`config.mk`:
```
export PLATFORM = sky130hd
export DESIGN_NAME = rev_8x4_divider
export DESIGN_NICKNAME = d
export VERILOG_FILES = /design/src/rtl/rev_pkg.sv /design/src/rtl/rev_cond_subtractor.sv /design/src/rtl/rev_8x4_divider.sv
export SDC_FILE = /design/constraint.sdc
export NUM_CORES = 1
export LEC_CHECK = 0
export CAP_MARGIN = 20
export CORE_ASPECT_RATIO = 1.5
export CORE_MARGIN = 4
export CORE_UTILIZATION = 38
export CTS_BUF_LIST = sky130_fd_sc_hd__clkbuf_8
export DETAILED_ROUTE_END_ITERATION = 10
export PLACE_DENSITY = 0.58
export SLEW_MARGIN = 25
export SYNTH_ARGS = -nofsm -noshare
export SYNTH_HDL_FRONTEND = slang
export SYNTH_SLANG_ARGS = --single-unit
```
`constraint.sdc`:
```
create_clock -name clk -period 6.9 [get_ports clk]
set_input_delay 0.69 -clock clk [delete_from_list [all_inputs] [get_ports clk]]
set_output_delay 0.69 -clock clk [all_outputs]
set_load 0.1 [all_outputs]
```
`src/rtl/rev_pkg.sv`:
```
// rtl/rev_pkg.sv - shared state type, width and gate-cost constants for the reversible arithmetic blocks
package rev_pkg;

  typedef enum logic [1:0] {IDLE, RUN, DONE} state_t;

  localparam int REV_DW = 8;
  localparam int REV_VW = 4;

  localparam int TOFFOLI_COST = 5;
  localparam int CNOT_COST    = 1;
  localparam int FREDKIN_COST = 7;

  // Quantum cost of one conditional subtract/restore stage of width vw+1
  function automatic int cond_sub_cost(input int vw);
    return (vw + 1) * (2 * TOFFOLI_COST + 2 * CNOT_COST + FREDKIN_COST);
  endfunction

endpackage

```
`src/rtl/rev_cond_subtractor.sv`:
```
// rtl/rev_cond_subtractor.sv - controlled subtract/restore with borrow ripple and ancilla uncompute
module rev_cond_subtractor
  import rev_pkg::*;
#(
  parameter int VW = REV_VW
) (
  input  logic [VW:0]   rem,
  input  logic [VW-1:0] divisor,
  output logic [VW:0]   next_rem,
  output logic          qbit,
  output logic [VW-1:0] ancilla
);

  logic [VW:0]   d_ext;
  logic [VW:0]   diff;
  logic [VW+1:0] bw;
  logic [VW+1:0] bw_u;

  always_comb begin
    d_ext    = {1'b0, divisor};
    diff     = '0;
    bw       = '0;
    bw_u     = '0;
    ancilla  = '0;
    for (int i = 0; i <= VW; i++) begin
      diff[i]   = rem[i] ^ d_ext[i] ^ bw[i];
      bw[i+1]   = (~rem[i] & d_ext[i]) | (~(rem[i] ^ d_ext[i]) & bw[i]);
    end
    qbit     = ~bw[VW+1];
    next_rem = qbit ? diff : rem;
    // Adding the divisor back to diff regenerates the borrow chain; XOR clears the scratch bits
    for (int i = 0; i <= VW; i++) begin
      bw_u[i+1] = (diff[i] & d_ext[i]) | (bw_u[i] & (diff[i] ^ d_ext[i]));
    end
    for (int i = 0; i < VW; i++) begin
      ancilla[i] = bw[i+1] ^ bw_u[i+1];
    end
  end

endmodule

```
`src/rtl/rev_8x4_divider.sv`:
```
// rtl/rev_8x4_divider.sv - sequential restoring divider, one quotient bit per cycle, ancilla-clean garbage bus
module rev_8x4_divider
  import rev_pkg::*;
#(
  parameter int DW = REV_DW,
  parameter int VW = REV_VW
) (
  input  logic            clk,
  input  logic            rst_n,
  input  logic            in_valid,
  output logic            in_ready,
  input  logic [DW-1:0]   dividend,
  input  logic [VW-1:0]   divisor,
  output logic            out_valid,
  input  logic            out_ready,
  output logic [DW-1:0]   q,
  output logic [VW-1:0]   r,
  output logic [2*VW-1:0] g,
  output logic            div_zero
);

  localparam int CW = $clog2(DW);

  state_t        state, state_n;
  logic [CW-1:0] cnt;
  logic [DW-1:0] dvd;
  logic [VW-1:0] dsr;
  logic [VW:0]   rem;
  logic [DW-1:0] q_work, q_next;
  logic [VW-1:0] anc;
  logic [VW:0]   rem_shift, next_rem;
  logic          qbit;
  logic [VW-1:0] ancilla;

  assign rem_shift = {rem[VW-1:0], dvd[cnt]};

  rev_cond_subtractor #(.VW(VW)) u_sub (
    .rem      (rem_shift),
    .divisor  (dsr),
    .next_rem (next_rem),
    .qbit     (qbit),
    .ancilla  (ancilla)
  );

  always_ff @(posedge clk or negedge rst_n) begin
    if (!rst_n) state <= IDLE;
    else        state <= state_n;
  end

  always_comb begin
    state_n   = state;
    in_ready  = 1'b0;
    out_valid = 1'b0;
    q_next    = q_work;
    q_next[cnt] = qbit;
    case (state)
      IDLE: begin
        in_ready = 1'b1;
        if (in_valid) state_n = (divisor == '0) ? DONE : RUN;
      end
      RUN: begin
        if (cnt == '0) state_n = DONE;
      end
      DONE: begin
        out_valid = 1'b1;
        if (out_ready) state_n = IDLE;
      end
      default: state_n = IDLE;
    endcase
  end

  // Outputs load only on the DONE entry edge so a consumer never sees partial results
  always_ff @(posedge clk or negedge rst_n) begin
    if (!rst_n) begin
      cnt      <= '0;
      dvd      <= '0;
      dsr      <= '0;
      rem      <= '0;
      q_work   <= '0;
      anc      <= '0;
      q        <= '0;
      r        <= '0;
      g        <= '0;
      div_zero <= 1'b0;
    end else begin
      case (state)
        IDLE: if (in_valid) begin
          dvd    <= dividend;
          dsr    <= divisor;
          rem    <= '0;
          cnt    <= CW'(DW - 1);
          q_work <= '0;
          anc    <= '0;
          if (divisor == '0) begin
            q        <= '1;
            r        <= dividend[VW-1:0];
            g        <= '0;
            div_zero <= 1'b1;
          end
        end
        RUN: begin
          rem    <= next_rem;
          q_work <= q_next;
          anc    <= anc | ancilla;
          cnt    <= cnt - 1'b1;
          if (cnt == '0) begin
            q        <= q_next;
            r        <= next_rem[VW-1:0];
            g        <= {dsr, anc | ancilla};
            div_zero <= 1'b0;
          end
        end
        default: ;
      endcase
    end
  end

  ancilla_clean: assert property (@(posedge clk) disable iff (!rst_n) out_valid |-> g[VW-1:0] == '0);

endmodule

```
==> results.py, run 1 <==
metrics = {
    "run_status": {
        "status": "complete, no violations",
    },
    "clock_tree": {
        "htree_num_levels": 2,
        "hold_buffers": 0,
        "clk_pin_slew_ns": 0.10,
        "cts_tree": "built",
        "root_buffer": "clkbuf_8",
        "clk_latency_ns": 0.31,
        "clockBufferDepth": 2,
        "cts_sinks": 54,
        "cts_buffers": 5,
        "ctsResizeCount": 0,
        "post-cts-setup-buffers": 0,
    },
    "yosys": {
        "synthesis.area_um2": 2675,
        "yosys_warnings": 0,
        "synth_fp_nets": 294,
        "synthArstFlopShare": 1.000,
        "synth_ff_type": "dfrtp_1",
        "ys_seq_area_frac": 0.5051,
        "avgSynthCellArea_um2": 9.908,
        "ys_types": 45,
        "synthesis.instances": 270,
        "synth_edf_count": 0,
        "ys_ff_latch": 54,
    },
    "detailed_routing": {
        "first_pass_iters": 4,
        "ant_nets": 0,
        "num_vias": 2044,
        "drc_errors": 0,
        "viasPerCell": 5.365,
        "wl_per_cell_um": 16.25,
        "drtIter0Drc": 115,
        "routed_wirelength_um": 6190,
    },
    "critical_path": {
        "critical_path_required_ns": 7.10,
        "worstSetupEndpointType": "flip-flop",
        "slowest_stage": "nand2b_1",
        "crit_path_frequent_cell": "fa_1",
        "path_cells": "or3b_2, a21oi_1, nor3_1, ha_1, fa_1, inv_1, fa_1, inv_1, fa_1, nand2b_1, mux2i_1, nor3_1, a221o_2",
        "start_kind": "flip-flop",
        "path_class": "reg -> reg",
        "cp.arrival_ns": 4.25,
        "crit_path_max_incr_delay_ns": 0.64,
        "crit_fanout": 22,
    },
    "placed_design": {
        "dp_hpwl_um": 4286,
        "place.gp.congestion": 0.7955,
        "dpl_worst_slack_ns": 2.838,
        "portBuffers": 38,
    },
    "finish": {
        "final_cell_mix": "54 x dfrtp_1, 50 x nand2_1, 37 x clkdlybuf4s50_1",
        "layout_commonest_cell": "dfrtp_1",
        "final_net_count": 326,
        "areaGrowthSynthToFinish_pct": 19.13,
        "nFillCells": 715,
        "n_antenna_cell": 0,
        "regArea_um2": 1351,
        "multiInputGateArea_um2": 1179,
        "drive_above_1_share": 0.07261,
    },
    "timing": {
        "period_share": 0.5863,
        "worst_pin_slew_ns": 0.9767,
        "finalSetupTns_ns": 0,
        "rsz0062_at_grt": "no",
        "relSlewSlack": 0.3468,
        "min_period_ns": 4.045,
        "fmax_ghz": 0.2472,
        "setup_viol": 0,
        "drv_slew": 0,
        "final.setup_skew_ns": 0.004833,
        "hold_violations": 0,
        "holdWs_ns": 0.4959,
        "finalWorstSetupSlack_ns": 2.855,
    },
    "die": {
        "num_rows": 37,
        "die_w_um": 76.51,
        "die_area_um2": 8474,
        "start_util": 0.3904,
        "die_y_um": 110.8,
        "core_um2": 6852,
        "io_pins": 39,
    },
    "job": {
        "drv_cap": 0,
    },
    "global_route": {
        "grt_pass1_wl_um": 10620,
        "globalRouteTotalUtil": 0.1526,
        "grt_max_degree": 55,
        "grt-ovfl-total": 0,
        "grt_pass1_vias": 2134,
        "antenna_found_initial": 0,
    },
    "hold_path": {
        "hp-class": "in -> async",
    },
}
-- sequential cells by signal (all words and copies together), names as in the netlist --
signal and flops:
cnt 3, dvd 8, dsr 4, q 8, anc 4, q_work 8
rem 4, div_zero 1, state 2, g 8, r 4
-- kinds of logic (layout without fill, tap and decap cells) --
group / count (synthesis) / in the layout / synth area share
AOI/OAI and AO/OA: 59 / 59 / 0.1609
adders and majority gates: 8 / 8 / 0.04584
buffers and inverters: 29 / 62 / 0.05425
DFF: 54 / 54 / 0.5051
xor gates and xnor gates: 1 / 1 / 0.003275
and+or+nand+nor: 108 / 108 / 0.1894
muxes: 11 / 11 / 0.04116
-- cell type report --
class                      count  area share
clock buffer                   5     0.02159
clock inverter                 3     0.01256
inverter                      12     0.01413
multi-input combinational    187      0.3698
sequential                    54      0.4240
tap                           78     0.03062
timing repair buffer          42      0.1272
-- per-stage QoR --
| step | util | instances | cell area (um^2) |
|---|---|---|---|
| finish | 0.4651 | 381 | 3187 |
| global route | 0.4651 | 381 | 3187 |
| CTS | 0.4651 | 381 | 3187 |
| detailed placement | 0.4492 | 373 | 3078 |
| global placement | 0.4492 | 373 | 3078 |
| floorplan | - | 270 | 2675 |
-- path summary, 6_finish.rpt --
check / start / endpoint / slack, ns / cells after the start
hold / removal: rst_n / div_zero$_DFFE_PN0P_ / 0.50 / 2
hold reg to reg: anc[0]$_DFFE_PN0P_ / g[0]$_DFFE_PN0P_ / 0.50 / 1
min in group clk: anc[0]$_DFFE_PN0P_ / g[0]$_DFFE_PN0P_ / 0.50 / 1
max in group asynchronous: rst_n / dvd[1]$_DFFE_PN0P_ / 5.94 / 2
setup reg to reg: cnt[0]$_DFFE_PN0P_ / r[2]$_DFFE_PN0P_ / 2.85 / 13
setup / recovery: cnt[0]$_DFFE_PN0P_ / r[2]$_DFFE_PN0P_ / 2.85 / 13
-- synthesized netlist by cell type, types with 2 or more instances --
cell type  count  area [um^2]
buf_2          2        10.01
nand3_1       10        50.05
nand2b_1       5        31.28
o21ai_0       12        60.06
or3b_2         2        17.52
nand2_1       50        187.7
a21oi_1       14        70.07
a221o_1        2        20.02
ha_1           5        62.56
a22o_1        11        96.34
fa_1           3        60.06
nand3b_1       2        15.01
inv_1         12        45.04
nor2_1        21        78.83
dfrtp_1       54         1351
clkbuf_1       9        33.78
nor3_1         3        15.01
a221oi_1       2        17.52
a31oi_1        2        12.51
a2111oi_2      2        30.03
mux2i_1       11        110.1
a21o_1         3        22.52
o22ai_1        3        18.77
buf_6          4        45.04
nor2b_1        6        37.54
-- layer usage --
metal / part of all wire / routed length [um] / GRT usage
met5: 0 / 0 / 0
met4: 0.021 / 131 / 0.04716
met2: 0.52 / 3225 / 0.2625
met3: 0.034 / 213 / 0.02846
met1: 0.42 / 2620 / 0.1928
-- critical path, delay by kind of cell (launching register included) --
kind	cells	cell delay (ns)
compound gates	2	0.51
flops	1	0.53
fa+ha+maj	4	1.17
mux	1	0.30
simple gates	4	1.31
buf+inv	2	0.14
Power of run 1 is not shown: default switching activity piles up to over one toggle a cycle in this logic, so the estimate is an artifact.
==> inputs of run 2 (changes only) <==
- PLACE_DENSITY: 0.58 -> 0.61
- clock period: 6.9 -> 3.6 ns (I/O delays scaled with it)
==> run 2 against run 1 <==
Against the previous run: clock skew grew 0.0012 ns; via count grew 1.3%; final area grew 3.3%; critical path type unchanged.
==> results.py, run 2 (synthesis results as in run 1) <==
metrics = {
    "run_status": {
        "status": "complete, no violations",
    },
    "job": {
        "drv_cap": 0,
    },
    "placed_design": {
        "portBuffers": 38,
        "dp_hpwl_um": 4338,
        "place.gp.congestion": 0.8430,
    },
    "timing": {
        "fmax_ghz": 0.2948,
        "relSlewSlack": 0.3481,
        "worst_pin_slew_ns": 0.9748,
        "period_share": 0.9423,
        "final.setup_skew_ns": 0.006039,
        "setup_viol": 0,
        "hold_violations": 0,
        "drv_slew": 0,
        "finalSetupTns_ns": 0,
        "min_period_ns": 3.392,
        "rsz0062_at_grt": "no",
    },
    "detailed_routing": {
        "drtIter0Drc": 99,
        "num_vias": 2070,
        "ant_nets": 0,
        "routed_wirelength_um": 6026,
        "first_pass_iters": 4,
        "drc_errors": 0,
        "wl_per_cell_um": 15.45,
        "viasPerCell": 5.308,
    },
    "critical_path": {
        "cp.arrival_ns": 3.60,
        "slowest_stage": "or3b_2",
        "start_kind": "flip-flop",
        "crit_path_max_incr_delay_ns": 0.46,
        "path_class": "reg -> reg",
        "critPathBufInv": 1,
        "path_delay_family": "adder cells",
        "path_cells": "or3b_2, a21oi_2, nor3_1, ha_1, fa_2, inv_1, fa_1, ha_1, a21o_1, or2_2, a21o_1, a22o_1",
        "worstSetupEndpointType": "flip-flop",
        "crit_fanout": 4,
        "critical_path_required_ns": 3.80,
    },
    "global_route": {
        "grt_pass1_vias": 2149,
        "grt-ovfl-total": 0,
        "use_met1": 0.1825,
        "grt.met2_usage": 0.2672,
        "grtUsageMet3": 0.02358,
        "antenna_found_initial": 0,
        "grt_max_degree": 42,
        "globalRouteTotalUtil": 0.1530,
        "grt_pass1_wl_um": 10500,
        "grt-busiest-layer": "met2",
    },
    "die": {
        "die_y_um": 110.8,
        "die_area_um2": 8474,
        "num_rows": 37,
        "die_w_um": 76.51,
        "start_util": 0.3904,
        "core_um2": 6852,
        "io_pins": 39,
    },
    "clock_tree": {
        "cts_buffers": 5,
        "htree_num_levels": 2,
        "clockBufferDepth": 2,
        "cts_tree": "built",
        "cts_sinks": 54,
        "clk_pin_slew_ns": 0.10,
        "clk_latency_ns": 0.31,
        "root_buffer": "clkbuf_8",
    },
    "finish": {
        "n_antenna_cell": 0,
        "final_cell_mix": "54 x dfrtp_1, 50 x nand2_1, 37 x clkdlybuf4s50_1",
        "layout_commonest_cell": "dfrtp_1",
        "final_net_count": 335,
        "drive_above_1_share": 0.1122,
        "nFillCells": 648,
        "multiInputGateArea_um2": 1200,
        "areaGrowthSynthToFinish_pct": 23.01,
        "regArea_um2": 1351,
    },
    "hold_path": {
        "hp-class": "reg -> reg",
    },
}
==> run 2: timing repair <==
item | CTS | global route
setup endpoints to repair | 0 | 7
endpoints found under the hold margin | 0 | 14
hold buffers | 0 | 1
buffers inserted | 0 | 1
gates resized for setup | 0 | 6
==> run 2: worst paths after layout <==
kind	start	to	slack [ns]	cells past startpoint
max in group asynchronous	rst_n	anc[3]$_DFFE_PN0P_	2.37	4
min in group asynchronous	rst_n	div_zero$_DFFE_PN0P_	0.49	2
hold / removal	dvd[1]$_DFFE_PN0P_	dvd[1]$_DFFE_PN0P_	0.48	2
hold reg to reg	dvd[1]$_DFFE_PN0P_	dvd[1]$_DFFE_PN0P_	0.48	2
setup reg to reg	cnt[2]$_DFFE_PN0P_	g[2]$_DFFE_PN0P_	0.21	12
setup / recovery	cnt[2]$_DFFE_PN0P_	g[2]$_DFFE_PN0P_	0.21	12
==> run 2: per-layer routing <==
| layer | vias to the layer above | part of all wire |
|---|---|---|
| met5 | - | 0 |
| met3 | 11 | 0.030 |
| met2 | 46 | 0.52 |
| met4 | 0 | 0.023 |
| li1 | 1015 | - |
| met1 | 998 | 0.43 |
==> run 2: through the flow <==
stage	utilization	setup slack, ns	hold WS, ns	std cells	instance area [um^2]
2_1_floorplan	-	0.1438	0.06441	270	2675
3_3_place_gp	0.4558	0.1533	0.4638	379	3123
3_5_place_dp	0.4558	0.07607	0.4665	379	3123
4_1_cts	0.4717	0.06508	0.2148	387	3232
5_1_grt	0.4803	0.03327	0.5052	390	3291
6_report	0.4803	0.2076	0.4808	390	3291
==> run 2: worst reg2reg max path: cells and delay by family, from the launching register on <==
kind                     cells  cell delay [ns]
AND/OR/NAND/NOR              3             0.81
adder cells (fa/ha/maj)      4             1.25
AO/OA/AOI/OAI                4             0.74
flip-flops                   1             0.41
buffers and inverters        1             0.07
==> run 2: layout make-up <==
class | instances | area share
flip-flops and latches | 54 | 0.4106
clock buffers | 5 | 0.02091
inverters | 12 | 0.01369
well taps | 78 | 0.02966
multi-input cells | 187 | 0.3646
repair buffers | 51 | 0.1483
clock inverters | 3 | 0.01217
Power of run 2 is left out for the same reason.
==> inputs of run 3 (changes only) <==
- CORE_MARGIN: 4 -> 2
==> run 3 against run 2 <==
Against the previous run: setup slack better by 0.0040 ns; utilization increased by 0.055 points; register-to-register slack is essentially flat; final area increased by 0.11%; global-route usage up 2.1 points; worst hold slack got worse by 0.45 ns; non-clock buffer count up 4; final cell count rose by 0.77%.
==> results.py, run 3 (synthesis results as in run 1) <==
metrics = {
    "finish": {
        "areaGrowthSynthToFinish_pct": 23.15,
        "final_cell_mix": "54 x dfrtp_1, 50 x nand2_1, 37 x clkdlybuf4s50_1",
        "drive_above_1_share": 0.1270,
        "layout_commonest_cell": "dfrtp_1",
        "n_antenna_cell": 0,
        "nFillCells": 661,
        "final_net_count": 339,
    },
    "critical_path": {
        "reg2regPathDepth": 14,
        "rr_endpoint": "g[3]$_DFFE_PN0P_",
        "cp.arrival_ns": 3.63,
        "crit_path_frequent_cell": "inv_1",
        "worstSetupEndpointType": "flip-flop",
        "crit_path_max_incr_delay_ns": 0.56,
        "start_kind": "flip-flop",
        "slowest_stage": "fa_2",
        "path_cells": "or3b_4, a21oi_2, nor3_2, ha_1, fa_2, inv_1, fa_1, inv_1, fa_2, inv_1, ha_1, a21oi_2, mux2i_1, a22o_1",
        "rr_startpoint": "cnt[2]$_DFFE_PN0P_",
        "rrSetupSlack_ns": 0.21,
        "critical_path_required_ns": 3.84,
        "crit_fanout": 4,
        "path_class": "reg -> reg",
    },
    "clock_tree": {
        "cts_buffers": 5,
        "root_buffer": "clkbuf_8",
        "hold_buffers": 0,
        "cts_sinks": 54,
        "cts_tree": "built",
        "clk_latency_ns": 0.30,
        "htree_num_levels": 2,
        "clk_pin_slew_ns": 0.09,
        "clockBufferDepth": 2,
    },
    "detailed_routing": {
        "num_vias": 2071,
        "first_pass_iters": 4,
        "drc_errors": 0,
        "ant_nets": 0,
        "wl_per_cell_um": 15.79,
        "drtIter0Drc": 85,
        "viasPerCell": 5.270,
        "routed_wirelength_um": 6204,
    },
    "timing": {
        "period_share": 0.9412,
        "setup_viol": 0,
        "rsz0062_at_grt": "no",
        "relSlewSlack": 0.3469,
        "final.setup_skew_ns": 0.008175,
        "min_period_ns": 3.388,
        "finalSetupTns_ns": 0,
        "drv_slew": 0,
        "hold_violations": 0,
        "fmax_ghz": 0.2951,
        "worst_pin_slew_ns": 0.9766,
    },
    "placed_design": {
        "dp_hpwl_um": 4346,
        "place.gp.congestion": 0.8239,
        "portBuffers": 38,
    },
    "global_route": {
        "grt_max_degree": 42,
        "globalRouteTotalUtil": 0.1740,
        "grt-ovfl-total": 0,
        "grt_pass1_vias": 2203,
        "grt_pass1_wl_um": 10520,
        "antenna_found_initial": 0,
    },
    "job": {
        "drv_cap": 0,
    },
    "run_status": {
        "status": "complete, no violations",
    },
    "die": {
        "die_w_um": 72.51,
        "start_util": 0.3904,
        "die_y_um": 106.8,
        "core_um2": 6852,
        "die_area_um2": 7741,
        "num_rows": 37,
        "io_pins": 39,
    },
    "hold_path": {
        "hp-class": "in -> async",
    },
}
==> run 3: cell count changes in the layout (fill, tap and decap cells not counted), moves of 2 or more <==
| cell | delta |
|---|---|
| buf_4 | +6 |
| clkinv_2 | -2 |
| inv_1 | +2 |
| or3b_2 | -2 |
| or3b_4 | +2 |
==> run 3: worst max path at each step <==
| stage | start | to | slack, ns |
|---|---|---|---|
| final | cnt[2]$_DFFE_PN0P_ | g[3]$_DFFE_PN0P_ | 0.21 |
| after global routing | cnt[1]$_DFFE_PN0P_ | anc[3]$_DFFE_PN0P_ | 0.01 |
| after CTS | cnt[2]$_DFFE_PN0P_ | anc[3]$_DFFE_PN0P_ | 0.03 |
| after detailed placement | cnt[2]$_DFFE_PN0P_ | anc[3]$_DFFE_PN0P_ | 0.05 |
| after global placement | cnt[2]$_DFFE_PN0P_ | g[2]$_DFFE_PN0P_ | 0.15 |
| after floorplan | cnt[0]$_DFFE_PN0P_ | q[0]$_DFFE_PN0P_ | 0.14 |
==> run 3: worst max-delay path: cells and delay by family, from the launching register on <==
family          cells  cell delay [ns]
buf+inv             3             0.19
fa+ha+maj           5             1.52
mux                 1             0.21
compound gates      3             0.52
flops               1             0.42
simple gates        2             0.46
==> run 3: routing by layer <==
metal	vias to the layer above	track usage	part of all wire
met5	-	0	0
met4	0	0.05820	0.016
met3	6	0.02632	0.022
met2	36	0.3191	0.54
met1	1012	0.2022	0.42
li1	1017	-	-
==> run 3: what timing repair did <==
item	in CTS	in global routing
setup buffers	0	6
endpoints found under the setup margin	0	11
gates resized for setup	0	12
==> run 3: area by class of cell <==
type / instances / area, um^2 / area share
Multi-Input combinational cell: 187 / 1215 / 0.3688
Tap cell: 78 / 97.59 / 0.02962
Inverter: 12 / 45.04 / 0.01367
Clock buffer: 5 / 68.82 / 0.02089
Timing Repair Buffer: 55 / 509.2 / 0.1546
Sequential cell: 54 / 1351 / 0.4102
Clock inverter: 2 / 7.507 / 0.002279
==> run 3: metrics by stage <==
| step | setup slack, ns | hold slack (ns) | cells | instance area [um^2] | util |
|---|---|---|---|---|---|
| after CTS | 0.02978 | 0.2285 | 387 | 3207 | 0.4680 |
| after detailed placement | 0.05241 | 0.4638 | 380 | 3131 | 0.4569 |
| after global routing | 0.01252 | 0.07416 | 393 | 3294 | 0.4808 |
| after global placement | 0.1537 | 0.4632 | 380 | 3131 | 0.4569 |
| after floorplan | 0.1438 | 0.06441 | 270 | 2675 | - |
| final | 0.2116 | 0.02926 | 393 | 3294 | 0.4808 |
Power of run 3 is left out for the same reason.
